===== src/rtl/mac_result_drain.sv =====
// mac_result_drain: accumulates 16 MAC lane results across passes, then quantises
// (ReLU, round-half-up shift, int8 saturation) and streams one lane per beat.
module mac_result_drain #(
    parameter int NLANES = 16,
    parameter int IN_W   = 17,
    parameter int ACC_W  = 24,
    parameter int OUT_W  = 8
) (
    input  logic                   Clk,
    input  logic                   reset,
    input  logic                   cap_valid_i,
    output logic                   cap_ready_o,
    input  logic [NLANES*IN_W-1:0] res_in_i,
    input  logic                   cap_first_i,
    input  logic                   cap_last_i,
    input  logic [4:0]             shift_i,
    input  logic                   relu_en_i,
    output logic                   out_valid_o,
    input  logic                   out_ready_i,
    output logic [OUT_W-1:0]       out_data_o,
    output logic [3:0]             out_lane_o,
    output logic                   out_last_o,
    output logic                   busy_o,
    output logic                   sat_flag_o
);
    localparam logic [ACC_W-1:0] ACC_MAX   = {1'b0, {(ACC_W-1){1'b1}}};
    localparam logic [ACC_W-1:0] ACC_MIN   = {1'b1, {(ACC_W-1){1'b0}}};
    localparam logic [OUT_W-1:0] OUT_MAX   = {1'b0, {(OUT_W-1){1'b1}}};
    localparam logic [OUT_W-1:0] OUT_MIN   = {1'b1, {(OUT_W-1){1'b0}}};
    localparam logic [4:0]       SHIFT_MAX = 5'(ACC_W-1);

    typedef enum logic {ACCUM, DRAIN} state_t;

    state_t            state_q, state_d;
    logic [ACC_W-1:0]  acc_q [NLANES];
    logic [ACC_W-1:0]  acc_d [NLANES];
    logic [ACC_W-1:0]  ext [NLANES];
    logic [ACC_W-1:0]  add_sat [NLANES];
    logic [NLANES-1:0] ovf;
    logic [4:0]        shift_q, shift_d;
    logic              relu_q, relu_d;
    logic [3:0]        lane_q, lane_d, lane_nx;
    logic [OUT_W-1:0]  data_q, data_d;
    logic              sat_q, sat_d;
    logic              cap_hs, last_hs, adv, load;
    logic [ACC_W-1:0]  q_in;
    logic [ACC_W:0]    q_rnd;
    logic signed [ACC_W:0] q_sum, q_r;
    logic              q_zero, q_ovf;
    logic [OUT_W-1:0]  q_out;

    // One extra bit on the add exposes overflow as a mismatch of the top two bits.
    for (genvar g = 0; g < NLANES; g++) begin : g_lane
        logic [ACC_W:0] sum;
        assign ext[g]     = {{(ACC_W-IN_W){res_in_i[IN_W*g+IN_W-1]}}, res_in_i[IN_W*g +: IN_W]};
        assign sum        = {acc_q[g][ACC_W-1], acc_q[g]} + {ext[g][ACC_W-1], ext[g]};
        assign ovf[g]     = sum[ACC_W] ^ sum[ACC_W-1];
        assign add_sat[g] = ovf[g] ? (sum[ACC_W] ? ACC_MIN : ACC_MAX) : sum[ACC_W-1:0];
    end

    always_comb begin
        cap_hs  = (state_q == ACCUM) && cap_valid_i;
        last_hs = cap_hs && cap_last_i;
        adv     = (state_q == DRAIN) && out_ready_i;
        lane_nx = lane_q + 4'd1;
        load    = last_hs || (adv && lane_q != 4'd15);
        for (int i = 0; i < NLANES; i++)
            acc_d[i] = !cap_hs ? acc_q[i] : cap_first_i ? ext[i] : add_sat[i];
        shift_d = last_hs ? ((shift_i > SHIFT_MAX) ? SHIFT_MAX : shift_i) : shift_q;
        relu_d  = last_hs ? relu_en_i : relu_q;
        // The beat being loaded is lane 0 of freshly captured data, or the next lane.
        q_in    = last_hs ? acc_d[0] : acc_q[lane_nx];
        q_rnd   = (shift_d == 5'd0) ? '0 : (ACC_W+1)'(1) << (shift_d - 5'd1);
        q_sum   = $signed({q_in[ACC_W-1], q_in} + q_rnd);
        q_r     = q_sum >>> shift_d;
        q_zero  = relu_d && q_in[ACC_W-1];
        q_ovf   = !q_zero && !(&q_r[ACC_W:OUT_W-1] || ~|q_r[ACC_W:OUT_W-1]);
        q_out   = q_zero ? '0 : q_ovf ? (q_r[ACC_W] ? OUT_MIN : OUT_MAX) : q_r[OUT_W-1:0];
        data_d  = load ? q_out : data_q;
        sat_d   = (sat_q && !(cap_hs && cap_first_i)) || (cap_hs && !cap_first_i && |ovf)
                  || (load && q_ovf);
        state_d = last_hs ? DRAIN : (adv && lane_q == 4'd15) ? ACCUM : state_q;
        lane_d  = last_hs ? 4'd0 : adv ? lane_nx : lane_q;
    end

    always_ff @(posedge Clk) begin
        if (reset) begin
            state_q <= ACCUM;
            acc_q   <= '{default: '0};
            shift_q <= '0;
            relu_q  <= 1'b0;
            lane_q  <= '0;
            data_q  <= '0;
            sat_q   <= 1'b0;
        end else begin
            state_q <= state_d;
            acc_q   <= acc_d;
            shift_q <= shift_d;
            relu_q  <= relu_d;
            lane_q  <= lane_d;
            data_q  <= data_d;
            sat_q   <= sat_d;
        end
    end

    assign cap_ready_o = (state_q == ACCUM);
    assign out_valid_o = (state_q == DRAIN);
    assign busy_o      = (state_q == DRAIN);
    assign out_lane_o  = lane_q;
    assign out_last_o  = (state_q == DRAIN) && (lane_q == 4'd15);
    assign out_data_o  = data_q;
    assign sat_flag_o  = sat_q;
endmodule


===== config.mk =====
export PLATFORM = sky130hd
export DESIGN_NAME = mac_result_drain
export DESIGN_NICKNAME = d
export VERILOG_FILES = /design/src/rtl/mac_result_drain.sv
export SDC_FILE = /design/constraint.sdc
export NUM_CORES = 2
export LEC_CHECK = 0
export BUFFER_PORTS_ARGS = -buffer_cell sky130_fd_sc_hd__buf_2
export CAP_MARGIN = 20
export CORE_UTILIZATION = 49
export DETAILED_ROUTE_END_ITERATION = 10
export PLACE_DENSITY = 0.8
export REMOVE_ABC_BUFFERS = 1
export SYNTH_ARGS = -nofsm -noshare
export SYNTH_HDL_FRONTEND = slang
export SYNTH_SLANG_ARGS = --single-unit

===== constraint.sdc =====
create_clock -name Clk -period 7.66 [get_ports Clk]
set_clock_uncertainty 0.1 [all_clocks]
set_input_delay 0 -clock Clk [delete_from_list [all_inputs] [get_ports Clk]]
set_output_delay 0 -clock Clk [all_outputs]
set_load 0.1 [all_outputs]

# After elaboration in Yosys (flattened, before gate mapping)
# Index checks and enable logic that the tools add are counted.
[op_classes]
bitwise_logic = 18
mux = 62
n_div = 0
order_cmp = 2
mul = 0
reduce_logical = 28
n_shift = 2
eq_ne = 2
addsub = 19
[ops]
columns = ["operator", "count"]
rows = [
  ["$mux W24", 52],
  ["$add A24 B17 Y25", 16],
  ["$bmux W24 S4", 1],
  ["$add A25 B25 Y25", 1],
  ["$mux W25", 1],
  ["$shl A1 B5 Y25 const A", 1],
  ["$sshr A25 B5 Y25", 1],
  ["$mux W8", 3],
  ["$reduce_and A18 Y1", 1],
  ["$reduce_or A18 Y1", 1],
  ["$reduce_or A16 Y1", 1],
  ["$xor A1 B1 Y1", 16],
  ["$logic_and A1 B1 Y1", 13],
  ["$mux W5", 2],
  ["$ge A5 B5 Y1 const B", 1],
  ["$gt A5 B5 Y1 const B", 1],
  ["$logic_not A1 Y1", 5],
  ["$logic_not A5 Y1", 1],
  ["$not A4 Y5", 1],
  ["$sub A5 B1 Y5 const B", 1],
  ["$add A4 B1 Y4 const B", 1],
  ["$eq A4 B4 Y1 const B", 1],
  ["$logic_or A1 B1 Y1", 4],
  ["$ne A4 B4 Y1 const B", 1],
  ["other kinds (4)", 6],
]
[totals]
rom_bits = 0
reg_bits = 404
ramBits = 0
latch_bits = 0
n_memories = 0
input_bits = 284

# Depth between registers and ports, before layout
[logic_depth]
depth_word = 16
ltp_mapped = 37

# Worst setup path before layout
# OpenSTA, ideal clock, no wires.
[synth_path]
path_type = "register to register"
start = "register acc_q[361] (netlist bit)"
end = "register data_q[6], in the netlist out_data_o[6]"
setup_ps = 122
n_path_buf = 2
path_slack_ps = -279
synth_period_minus_slack_ps = 7939
path_stages_with_launch = 35
t_arrival_ps = 7716
path_cell_list = "dfxtp_1 -> ha_1 -> a21o_1 -> a21o_1 -> a2111oi_0 -> o21ai_0 -> a31oi_1 -> a211oi_1 -> nor2_1 -> a211o_1 -> o21ai_0 -> a21o_1 -> a21oi_1 -> xnor2_1 -> ha_1 -> clkbuf_1 -> inv_1 -> a211oi_1 -> o31ai_1 -> ha_1 -> fa_1 -> a211oi_1 -> o21a_1 -> a21oi_1 -> o21ai_2 -> xor2_1 -> o22ai_1 -> or3_4 -> a2111o_1 -> a2111oi_0 -> and4_1 -> nand4b_2 -> and4_4 -> buf_6 -> a221o_1"
[synth_via]
elab_chain_cells = 15
word_cells_on_any_way = 23
[synth_lines]
columns = ["element", "line", "text"]
rows = [
  ["from (decl)", "35", "logic [ACC_W-1:0] acc_q [NLANES];"],
  ["from (signal assigned)", "89", "acc_q <= '{default: '0};"],
  ["from (signal assigned)", "97", "acc_q <= acc_d;"],
  ["$add A24 B17 Y25", "56", "assign sum = {acc_q[g][ACC_W-1], acc_q[g]} + {ext[g][ACC_W-1], ext[g]};"],
  ["$mux W24 or $xor A1 B1 Y1 (tied branches)", "58, 57", ""],
  ["$mux W24", "58", "assign add_sat[g] = ovf[g] ? (sum[ACC_W] ? ACC_MIN : ACC_MAX) : sum[ACC_W-1:0];"],
  ["$mux W24 (2 in a row)", "68", "acc_d[i] = !cap_hs ? acc_q[i] : cap_first_i ? ext[i] : add_sat[i];"],
  ["$mux W24 (*)", "72", "q_in = last_hs ? acc_d[0] : acc_q[lane_nx];"],
  ["$add A25 B25 Y25", "74", "q_sum = $signed({q_in[ACC_W-1], q_in} + q_rnd);"],
  ["$sshr A25 B5 Y25", "75", "q_r = q_sum >>> shift_d;"],
  ["$reduce_or A18 Y1", "77", "q_ovf = !q_zero && !(&q_r[ACC_W:OUT_W-1] || ~|q_r[ACC_W:OUT_W-1]);"],
  ["$logic_not A1 Y1", "77", ""],
  ["$logic_or A1 B1 Y1", "77", ""],
  ["$logic_not A1 Y1", "77", ""],
  ["$logic_and A1 B1 Y1", "77", ""],
  ["$mux W8", "78", "q_out = q_zero ? '0 : q_ovf ? (q_r[ACC_W] ? OUT_MIN : OUT_MAX) : q_r[OUT_W-1:0];"],
  ["$mux W8 (*)", "78", ""],
  ["to (signal assigned)", "101", "data_q <= data_d;"],
  ["to (decl)", "43", "logic [OUT_W-1:0] data_q, data_d;"],
]
# Every way passes the cells marked *; elsewhere a longest branch is shown, timed or not. The select of a mux whose other input is x is not followed.
# A chain may end at the register's enable or synchronous reset.

# Worst setup path in the final report
[layout_path]
start = "register acc_q[361] (netlist bit)"
end = "register data_q[2], in the netlist out_data_o[2]"
# The elaborated chain is that of the path after synthesis.

==> flow_summary.json <==
{
  "run_status": "complete, but fails checks",
  "violations": "setup timing",
  "slew_violations": 0,
  "internal_power_mw": 6.18,
  "num_rows": 106,
  "io_buffers": 300,
  "p_sw_share_pct": 41.4,
  "grt_pass1_wl_um": 253000,
  "setup_viol_count_final": 8,
  "grt_pass1_vias": 45800,
  "path_max_fanout": 7,
  "period_needed_ps": 7990,
  "hold_path_class": "input pin to flip-flop",
  "min_period_over_period_pct": 104,
  "drtIter0Drc": 5658,
  "yosysSeqAreaShare_pct": 19.5,
  "crit_path_end_kind": "flip-flop",
  "p_leak_nw": 22.7,
  "grt_max_degree": 191,
  "hold_violations": 0,
  "routedWlPerCell_um": 22.4,
  "sequentialPowerShare_pct": 25.6,
  "whs_ps": 71.3,
  "cts_tree": "yes",
  "dp_hpwl_um": 112000,
  "synthesis.area_um2": 41600,
  "cts_buffers": 51,
  "p_sw_mw": 4.37,
  "crit_slowest_cell": "or4_1",
  "grt_use_met3_pct": 8.06,
  "core_um2": 83800,
  "start_util_pct": 49.6,
  "gr-usage-met1_pct": 46.6,
  "place_worst_setup_slack_ps": -1020,
  "synth_edf_count": 0,
  "synthDominantCellAreaShare_pct": 19.5,
  "cts.clk_slew.worst_paths_ps": 60,
  "worstSkewPairLatency_ps": 650,
  "arrival_ps": 8460,
  "relSlewSlack_pct": 22.6,
  "finalInstanceArea_um2": 52700,
  "ff_latch_area_um2": 8090,
  "syn2layout_area_growth_pct": 26.9,
  "path_delay_family": "compound AO/OA/AOI/OAI gates",
  "rsz0062_at_grt": "yes",
  "root_buffer": "clkbuf_16",
  "required_ps": 8130,
  "clockPowerShare_pct": 24.2,
  "tightest_slew_ps": 1160,
  "yosysWarningCount": 0,
  "setup_ws_ps": -326,
  "finalPower_mw": 10.6,
  "synthCells": 5341,
  "overflow": 0,
  "firstDrtPassIters": 6,
  "die_h_um": 293,
  "die-area_um2": 86000,
  "synth_flop_cell": "dfxtp_1",
  "grtUsageMet2_pct": 56.8,
  "globalplace.congestion": 1.13,
  "dieWidth_um": 293,
  "synth.distinct_cells": 100,
  "final_cell_mix": "a21oi_1, nand2_1, nor2_1",
  "crit_top_cell": "buf_6",
  "maxCapViolCount": 0,
  "synth_area_leaders": "dfxtp_1, ha_1, a21oi_1",
  "layout-drive-gt1-share_pct": 15.8,
  "drcViolationCount": 0,
  "ys_async_sr_fraction_pct": 0,
  "placed_cell_area_um2": 45500,
  "postRouteAntennaNets": 0,
  "nets": 6899,
  "cts_sinks": 404,
  "synth_area_leader_cell": "dfxtp_1",
  "vdd_drop_max_v": 0.000185,
  "h-tree-depth": 2,
  "powerDensity_nw_per_um2": 200,
  "grt_most_used_layer": "met2",
  "final_common_cell": "a21oi_1",
  "wl_um": 166000,
  "path_class": "flip-flop to flip-flop",
  "vias": 48300,
  "final_util_pct": 62.9,
  "grt_antenna_before_repair": 43,
  "power_frac_comb_pct": 50.1,
  "multi_input_area_um2": 32400,
  "vias_per_cell": 6.54,
  "critPathLaunchType": "flip-flop",
  "clockBufferDepth": 3,
  "cp_slowest_stage_delay_ps": 510,
  "boundaryPins": 301,
  "path_buf_inv": 7,
  "synth_seq_cells": 404,
  "clock.fmax_mhz": 125,
  "avgSynthCellArea_um2": 7.78,
  "fill_cells": 6776,
  "grt_use_total_pct": 36.9
}
## worst paths after layout
path                                    from                          to  slack [ps]  depth (start not counted)
setup / recovery       acc_q[361]$_SDFF_PP0_  out_data_o[2]$_SDFFE_PP0N_        -330                         39
hold / removal                    shift_i[3]       shift_q[0]$_SDFF_PP0_          70                          5
setup reg to reg       acc_q[361]$_SDFF_PP0_  out_data_o[2]$_SDFFE_PP0N_        -330                         39
hold reg to reg   out_data_o[7]$_SDFFE_PP0N_  out_data_o[7]$_SDFFE_PP0N_         380                          1
## power by group through the flow
stage          Sequential, mW  Clock [mW]  Combinational [mW]
2_1_floorplan            2.62           0                3.17
3_3_place_gp             2.70           0                4.43
3_5_place_dp             2.71           0                4.52
4_1_cts                  2.67        2.53                4.97
5_1_grt                  2.72        2.63                5.68
6_report                 2.71        2.56                5.29
## sequential cells by signal (all words and copies together), names as in the netlist
name        flops
acc_q         384
busy_o          1
out_data_o      8
out_lane_o      4
relu_q          1
sat_flag_o      1
shift_q         5
## worst reg2reg max path: cells and delay by family (launching register included)
family | cells | cell delay, ps
AOI/OAI and AO/OA | 21 | 4180
buffers and inverters | 7 | 1110
xor gates and xnor gates | 1 | 170
adders and majority gates | 3 | 710
and+or+nand+nor | 6 | 1120
muxes | 1 | 180
DFF | 1 | 350
## layer usage
| layer | part of all wire [%] | vias up |
|---|---|---|
| li1 | - | 21800 |
| met1 | 37 | 22500 |
| met2 | 43 | 3242 |
| met3 | 12 | 801 |
| met4 | 7.6 | 26 |
| met5 | 0.10 | - |
## cell type report
class / instances / area share (%)
multi-input cells: 4514 / 61.4
repair buffers: 1073 / 16.1
flip-flops and latches: 404 / 15.3
clock buffers: 71 / 2.81
well taps: 1134 / 2.69
inverters: 143 / 1.02
clock inverters: 18 / 0.406
diodes: 35 / 0.166
## per-stage QoR
stage	cells	TNS, ps
floorplan	5061	-1380550
global placement	6769	-6850
detailed placement	6769	-7800
CTS	7337	-191
global route	7384	-4770
finish	7392	-2360
## Yosys cell counts (17+ instances only)
cell type / count
a22oi_1: 136
clkbuf_1: 232
nor2_1: 471
mux2i_1: 24
mux4_2: 120
xor2_1: 84
o211ai_1: 72
a21o_1: 128
a31oi_1: 89
a221oi_1: 88
a2111oi_0: 20
nand4_1: 17
inv_1: 143
nor2b_1: 47
a41oi_1: 29
o21ai_0: 346
nand2_1: 490
nor3_1: 103
or3_1: 46
a211o_1: 22
o21bai_1: 37
fa_1: 17
nand3_1: 140
a21oi_1: 592
o21a_1: 80
o31a_1: 18
o31ai_1: 27
buf_1: 27
and2_1: 142
a211oi_1: 61
ha_1: 411
dfxtp_1: 404
nand2b_1: 99
a32oi_1: 23
xnor2_1: 230
and3_1: 45
## kinds of logic (layout without fill, tap and decap cells)
logic type | after synthesis | after routing | share of synthesized area, %
AOI/OAI and AO/OA | 1933 | 1933 | 30.2
and+or+nand+nor | 1681 | 1681 | 19.0
adders and majority gates | 433 | 433 | 13.3
buffers and inverters | 423 | 1305 | 4.06
DFF | 404 | 404 | 19.5
xor gates and xnor gates | 316 | 316 | 6.69
muxes | 151 | 151 | 7.27
other | 0 | 35 | 0
## repair_timing
item | 4_1_cts | 5_1_grt
resized for setup | 100 | 33
hold endpoints to repair | 329 | 0
hold buffers | 441 | 0
pin swaps | 70 | 28
endpoints found under the setup margin | 8 | 8
buffers inserted | 40 | 14
No activity file was read; power rests on OpenSTA's default activity.
